<file path="config.mk">
export PLATFORM = sky130hd
export DESIGN_NAME = mem_arbiter
export DESIGN_NICKNAME = d
export VERILOG_FILES = /design/src/rtl/mem_arbiter.sv
export SDC_FILE = /design/constraint.sdc
export NUM_CORES = 1
export LEC_CHECK = 0
export CORE_MARGIN = 4
export CORE_UTILIZATION = 50
export CTS_CLUSTER_SIZE = 14
export DETAILED_ROUTE_END_ITERATION = 7
export MAX_ROUTING_LAYER = met4
export PLACE_DENSITY = 0.81
export SLEW_MARGIN = 5
export SYNTH_ARGS = -nofsm -noshare
export SYNTH_HDL_FRONTEND = slang
export SYNTH_SLANG_ARGS = --single-unit
</file>
<file path="constraint.sdc">
create_clock -name clk -period 3 [get_ports clk]
set_input_delay 0.45 -clock clk [delete_from_list [all_inputs] [get_ports clk]]
set_output_delay 0.45 -clock clk [all_outputs]
set_load 0.1 [all_outputs]
</file>
<file path="src/rtl/mem_arbiter.sv">
// mem_arbiter
//   Shares one byte-wide RAM port between instruction fetch (IF) and the MEM
//   stage. Each 1/2/4-byte access is split into byte cycles, and read bytes are
//   assembled little-endian. stl_mm holds the pipeline while any request is open.
//
// Ports
//   clk, rst                       clock, synchronous active-high reset
//   if_req/if_addr/if_cancel       fetch request (always 4 bytes), redirect abort
//   if_data/if_done                fetched word and its one-cycle completion pulse
//   mem_req/mem_wr/mem_size        data request, 1=store, size 0=1B 1=2B 2/3=4B
//   mem_addr/mem_wdata             data byte address (any alignment), store data
//   mem_rdata/mem_done             zero-extended load data and completion pulse
//   ram_a/ram_wr/ram_dout/ram_din  RAM byte port; ram_din is one cycle behind ram_a
//   stl_mm                         combinational pipeline stall
//
// state  | meaning
// IDLE   | waiting; MEM request wins over fetch
// IF_RD  | issuing fetch byte addresses and capturing returned bytes
// MEM_RD | same for a load
// MEM_WR | one RAM write per byte
// DONE   | one-cycle completion pulse, then back to IDLE
module mem_arbiter #(
   parameter int ADDR_W = 32
) (
   input  logic              clk,
   input  logic              rst,
   input  logic              if_req,
   input  logic [ADDR_W-1:0] if_addr,
   input  logic              if_cancel,
   output logic [31:0]       if_data,
   output logic              if_done,
   input  logic              mem_req,
   input  logic              mem_wr,
   input  logic [1:0]        mem_size,
   input  logic [ADDR_W-1:0] mem_addr,
   input  logic [31:0]       mem_wdata,
   output logic [31:0]       mem_rdata,
   output logic              mem_done,
   output logic [ADDR_W-1:0] ram_a,
   output logic              ram_wr,
   output logic [7:0]        ram_dout,
   input  logic [7:0]        ram_din,
   output logic              stl_mm
);

   typedef enum logic [2:0] {IDLE, IF_RD, MEM_RD, MEM_WR, DONE} state_t;

   state_t            state;
   logic [2:0]        cnt;
   logic [2:0]        nbytes;
   logic [ADDR_W-1:0] base;
   logic [31:0]       wbuf;
   logic [31:0]       rbuf;
   logic [31:0]       rbuf_ins;
   logic [7:0]        wbyte_next;
   logic [ADDR_W-1:0] addr_next;
   logic [2:0]        cnt_inc;

   function automatic logic [2:0] size_to_n(input logic [1:0] sz);
      case (sz)
         2'd0:    return 3'd1;
         2'd1:    return 3'd2;
         default: return 3'd4;
      endcase
   endfunction

   assign cnt_inc   = cnt + 3'd1;
   assign addr_next = base + ADDR_W'(cnt) + ADDR_W'(1);

   // In read states ram_din carries the byte addressed one cycle earlier,
   // so the byte landing now belongs to index cnt-1.
   always_comb begin
      rbuf_ins = rbuf;
      case (cnt)
         3'd1:    rbuf_ins[7:0]   = ram_din;
         3'd2:    rbuf_ins[15:8]  = ram_din;
         3'd3:    rbuf_ins[23:16] = ram_din;
         3'd4:    rbuf_ins[31:24] = ram_din;
         default: rbuf_ins = rbuf;
      endcase
   end

   always_comb begin
      wbyte_next = 8'h00;
      case (cnt)
         3'd0:    wbyte_next = wbuf[15:8];
         3'd1:    wbyte_next = wbuf[23:16];
         3'd2:    wbyte_next = wbuf[31:24];
         default: wbyte_next = 8'h00;
      endcase
   end

   always_ff @(posedge clk) begin
      if (rst) begin
         state     <= IDLE;
         cnt       <= 3'd0;
         nbytes    <= 3'd0;
         base      <= '0;
         wbuf      <= 32'h0;
         rbuf      <= 32'h0;
         ram_a     <= '0;
         ram_wr    <= 1'b0;
         ram_dout  <= 8'h00;
         if_data   <= 32'h0;
         if_done   <= 1'b0;
         mem_rdata <= 32'h0;
         mem_done  <= 1'b0;
      end else begin
         case (state)
            IDLE: begin
               cnt  <= 3'd0;
               rbuf <= 32'h0;
               if (mem_req) begin
                  base   <= mem_addr;
                  nbytes <= size_to_n(mem_size);
                  wbuf   <= mem_wdata;
                  ram_a  <= mem_addr;
                  if (mem_wr) begin
                     state    <= MEM_WR;
                     ram_wr   <= 1'b1;
                     ram_dout <= mem_wdata[7:0];
                  end else begin
                     state <= MEM_RD;
                  end
               end else if (if_req && !if_cancel) begin
                  base   <= if_addr;
                  nbytes <= 3'd4;
                  ram_a  <= if_addr;
                  state  <= IF_RD;
               end
            end
            IF_RD, MEM_RD: begin
               if (state == IF_RD && if_cancel) begin
                  state <= IDLE;
               end else begin
                  if (cnt != 3'd0)
                     rbuf <= rbuf_ins;
                  if (cnt == nbytes) begin
                     state <= DONE;
                     if (state == IF_RD) begin
                        if_done <= 1'b1;
                        if_data <= rbuf_ins;
                     end else begin
                        mem_done  <= 1'b1;
                        mem_rdata <= rbuf_ins;
                     end
                  end else begin
                     cnt <= cnt_inc;
                     if (cnt_inc < nbytes)
                        ram_a <= addr_next;
                  end
               end
            end
            MEM_WR: begin
               if (cnt_inc == nbytes) begin
                  ram_wr   <= 1'b0;
                  mem_done <= 1'b1;
                  state    <= DONE;
               end else begin
                  cnt      <= cnt_inc;
                  ram_a    <= addr_next;
                  ram_dout <= wbyte_next;
               end
            end
            DONE: begin
               if_done  <= 1'b0;
               mem_done <= 1'b0;
               state    <= IDLE;
            end
            default: state <= IDLE;
         endcase
      end
   end

   // Drops in the done cycle so the pipeline advances on that same edge.
   assign stl_mm = ~rst & ((mem_req & ~mem_done) | (if_req & ~if_done & ~if_cancel));

endmodule

</file>
Word-level counts from Yosys, hierarchy flattened --
Index checks and enable logic that the tools add are counted.
Cells by class: add/subtract/negate cells 3, order comparisons 1, equal/unequal tests 24, multiplexer cells 46, bitwise logic cells 11, reductions and logical operators 26
Operators by type and width (count):
- 2-to-1 mux 32 bit | 8
- one-hot mux 32 bit (3 select lines) | 1
- one-hot mux 32 bit (2 select lines) | 1
- 2-to-1 mux 8 bit | 7
- adder 32 x 1 -> 32 bit, second input constant | 1
- adder 32 x 3 -> 32 bit | 1
- 2-to-1 mux 3 bit | 10
- one-hot mux 8 bit (3 select lines) | 1
- AND reduction 4 bit | 6
- inequality test 2 bit, second input constant | 11
- one-hot mux 3 bit (3 select lines) | 2
- one-hot mux 8 bit (2 select lines) | 1
- equality test 3 x 2 -> 1 bit, second input constant | 4
- 2-to-1 mux 1 bit | 11
- nonzero test 3 bit | 3
- nonzero test 2 bit | 4
- equality test 3 x 1 -> 1 bit, second input constant | 2
- equality test 3 bit | 2
- equality test 3 bit, second input constant | 2
- zero test 3 bit | 2
- inequality test 3 bit, second input constant | 2
- NOT 1 bit | 6
- one-hot mux 3 bit (2 select lines) | 1
- AND reduction 3 bit | 2
- 14 further kinds | 20
Word-level totals: bits in registers 212, input bits 112, word-level logic and storage cells 124

Longest topological paths before layout --
word-level depth 6, gate-level depth with buffers 13, mapped depth without buffers 10

Worst setup path after synthesis --
OpenSTA, ideal clock, no wires.
kind input to output, from input port mem_req, to output port stl_mm, data arrival time 2.838 ns, setup slack -0.288 ns, stages 4, path buffers 2, cells stage by stage clkbuf_1 buf_1 nand2b_1 a21oi_1
Between the ends: cells in the longest elaborated chain, start to end 3
Ends and longest elaborated chain:
- start, declared | RTL line 32 | input logic mem_req,
- bitwise AND 1 bit | RTL line 176 | assign stl_mm = ~rst & ((mem_req & ~mem_done) | (if_req & ~if_done & ~if_cancel));
- bitwise OR 1 bit | RTL line 176
- bitwise AND 1 bit | RTL line 176
- end, declared | RTL line 43 | output logic stl_mm
Every way passes these cells.

Final worst setup path --
from register cnt[0], to register ram_a[27]
Between the ends: cells in the longest elaborated chain, start to end 6
Ends and longest elaborated chain:
- start, declared | RTL line 49 | logic [2:0] cnt;
- start signal, assigned | RTL line 148 | cnt <= cnt_inc;
- start signal, assigned | RTL line 160 | cnt <= cnt_inc;
- adder 32 x 3 -> 32 bit | RTL line 68 | assign addr_next = base + ADDR_W'(cnt) + ADDR_W'(1);
- adder 32 x 1 -> 32 bit | RTL line 68
- 2-to-1 mux 32 bit | RTL line 149 | if (cnt_inc < nbytes)
- 2-to-1 mux 32 bit | RTL line 138 | if (cnt == nbytes) begin
- 2-to-1 mux 32 bit | RTL line 133 | if (state == IF_RD && if_cancel) begin
- one-hot mux 32 bit (3 select lines) | RTL line 109 | case (state)
- end signal, assigned | RTL line 117 | ram_a <= mem_addr;
- end signal, assigned | RTL line 150 | ram_a <= addr_next;
- end signal, assigned | RTL line 161 | ram_a <= addr_next;
- end, declared | RTL line 39 | output logic [ADDR_W-1:0] ram_a,
Parallel ways exist; a longest one is shown, timed or not. The select of a mux whose other input is x is not followed. A chain may end at the register's enable or synchronous reset.

==> flow_metrics.env <==
export IMPL_status="finished clean"
export IMPL_clock_skew_final_ps=11.63
export IMPL_synth_seq_cells=204
export IMPL_hp_class="in -> reg"
export IMPL_ys_async_sr_fraction=0
export IMPL_setup_viol=0
export IMPL_place_gp_congestion=0.9210
export IMPL_synthDistinctLibCells=49
export IMPL_clock_fmax_ghz=0.3557
export IMPL_end_kind="flip-flop"
export IMPL_hold_end="base[30]"
export IMPL_max_clock_path_buffers=3
export IMPL_cts_setup_buffers=0
export IMPL_yosysMostFrequentCell="dfxtp_1"
export IMPL_finalCritPeriodShare=0.9371
export IMPL_cp_start_kind="flip-flop"
export IMPL_dieArea_um2=20410
export IMPL_num_rows=49
export IMPL_insertion_delay_ps=500
export IMPL_cap_violations=0
export IMPL_wl_um=25320
export IMPL_area_growth_pct=30.61
export IMPL_grt_pass1_wl_um=40130
export IMPL_coreArea_um2=17900
export IMPL_yosys_warnings=0
export IMPL_crit_fanout=41
export IMPL_htreeDepth=1
export IMPL_synthCells=1085
export IMPL_syn_cell_area_um2=9095
export IMPL_power_density_nw_per_um2=1101
export IMPL_worst_slew_pin_slew_ps=1138
export IMPL_dpl_hpwl_um=17820
export IMPL_synth_flop_cell="dfxtp_1"
export IMPL_crit_path_max_incr_delay_ps=360
export IMPL_diodes=0
export IMPL_hold_path_cell_count=2
export IMPL_crit_top_cell="ha_1"
export IMPL_holdWs_ps=380.6
export IMPL_synth_seq_area_share=0.4490
export IMPL_synth_common_cells="dfxtp_1, nor2_1, nand2_1"
export IMPL_worstPathArrival_ps=3240
export IMPL_fin_crit_ps=2811
export IMPL_grtUsageTotal=0.2433
export IMPL_chipHeight_um=142.9
export IMPL_antenna_found_initial=0
export IMPL_maxSlewHeadroom=0.2390
export IMPL_yosys_area_top_type_share=0.4490
export IMPL_path_clk_slew_ps=60
export IMPL_p_sw_mw=6.414
export IMPL_cts_hold_buf=0
export IMPL_netSwitchingFraction=0.4903
export IMPL_r2r_start="cnt[0]"
export IMPL_vdd_ir_drop_max_mv=0.8209
export IMPL_synth_edf_count=0
export IMPL_worstHoldStart="rst"
export IMPL_rr_endpoint="ram_a[27]"
export IMPL_syn_avg_cell_area_um2=8.382
export IMPL_required_ps=3420
export IMPL_internal_power_mw=6.668
export IMPL_combPwrFrac=0.511
export IMPL_post_place_cells=1461
export IMPL_path_cells="ha_1, ha_1, inv_1, ha_1, and3_1, a311oi_4, nand4_1, buf_6, a221oi_1, o21ai_1, a21oi_1"
export IMPL_grt_pass1_vias=8036
export IMPL_synthTopCellsByArea="dfxtp_1, a211oi_1, mux2i_1"
export IMPL_cts_root_buf="clkbuf_16"
export IMPL_drt_initial_drc_count=742
export IMPL_cts_resized=0
export IMPL_clock_sinks=204
export IMPL_numCtsBuffers=22
export IMPL_port_buffers=219
export IMPL_power_leakage_nw=4.530
export IMPL_cts_tree="built"
export IMPL_die_w_um=142.9
export IMPL_wl_per_cell_um=16.90
export IMPL_drt_pass1_iter_count=6
export IMPL_ioPinCount=220
export IMPL_fin_cells=1498
export IMPL_clkPwrFrac=0.196
export IMPL_viasPerCell=5.678
export IMPL_seq_power_share=0.292
export IMPL_power_mw=13.08
export IMPL_final_nets=1380
export IMPL_initial_core_util=0.5080
export IMPL_reg2regPathDepth=11
export IMPL_hold_viol=0
export IMPL_slew_violations=0
export IMPL_r2r_setup_slack_ps=190
export IMPL_vias=8506
export IMPL_syn_num_nets=1209
export IMPL_drive_above_1_share=0.1379
export IMPL_drc=0
export IMPL_gr_total_overflow=0
export IMPL_worst_path_max_delay_cell="dfxtp_1"
export IMPL_ant_nets=0
export IMPL_path_class="reg -> reg"
export IMPL_grt_max_degree=78
export IMPL_setup_tns_ps=0
export IMPL_yosys_area_top_type="dfxtp_1"
export IMPL_rsz0062_at_grt="no"
export IMPL_fin_util=0.6635
==> worst max-delay path, delay by kind of cell, from the launching register on <==
kind | cells | cell delay [ps]
adders and majority gates | 3 | 800
DFF | 1 | 360
buffers and inverters | 2 | 280
and+or+nand+nor | 2 | 380
AOI/OAI and AO/OA | 4 | 900
==> layer usage <==
layer  routed length [um]  global-route usage  up-vias
met5                    0                   -        -
met3                 1869             0.04186       44
met4                  497             0.05803        0
met2                11970              0.3947      332
met1                10980              0.3186     3935
li1                     -                   -     4195
==> stage by stage <==
stage               setup slack, ps  cell area, um^2
floorplan                     303.9             9099
global placement              322.6            11170
detailed placement            224.5            11170
CTS                           147.1            11860
global route                  24.62            11880
finish                        188.8            11880
==> layout by cell type (no fill, tap or decap), drive strengths merged, types with 19 or more instances in the layout <==
cell	netlist	routed
nand3	38	38
dfxtp	204	204
nor2	144	144
clkdlybuf4s50	0	109
a21oi	106	106
clkbuf	72	35
a211oi	106	106
nand2	142	142
nand4	19	19
mux2i	63	63
buf	24	134
xnor2	22	22
==> cell type report <==
type / instances / area, um^2
Tap cell: 229 / 286.5
Timing Repair Buffer: 243 / 2177
Sequential cell: 204 / 4084
Clock buffer: 35 / 680.7
Fill cell: 1531 / 6023
Multi-Input combinational cell: 774 / 4599
Inverter: 11 / 41.29
Clock inverter: 2 / 10.01
==> registers in the layout, indices dropped and copies added (netlist names), 3 cells and up <==
signal	cells
base	32
if_data	32
mem_rdata	32
ram_a	32
rbuf	32
wbuf	24
ram_dout	8
cnt	3
nbytes	3
state	3
==> how the worst max path moves through the flow <==
stage	start	end	slack, ps	cells after the start
after floorplan	mem_req	stl_mm	300	4
after global placement	cnt[0]	ram_a[27]	320	11
after detailed placement	cnt[0]	ram_a[27]	220	11
after CTS	cnt[0]	ram_a[27]	150	11
after global routing	cnt[0]	ram_a[27]	20	11
final	cnt[0]	ram_a[27]	190	11
==> cells by family after synthesis <==
logic type               synth area share
XOR/XNOR                          0.02889
multiplexers                      0.07181
adder cells (fa/ha/maj)           0.01733
AND/OR/NAND/NOR                    0.1856
AO/OA/AOI/OAI                      0.1989
flip-flops                         0.4490
buffers and inverters             0.04842
==> power by group through the flow <==
stage / logic, mW / registers, mW / clock network, mW
floorplan: 2.67 / 6.28 / 0
global placement: 6.52 / 3.84 / 0
detailed placement: 6.63 / 3.86 / 0
CTS: 6.66 / 3.81 / 2.62
global route: 7.11 / 3.90 / 2.75
finish: 6.69 / 3.82 / 2.57
Power figures use the tool's default switching activity.
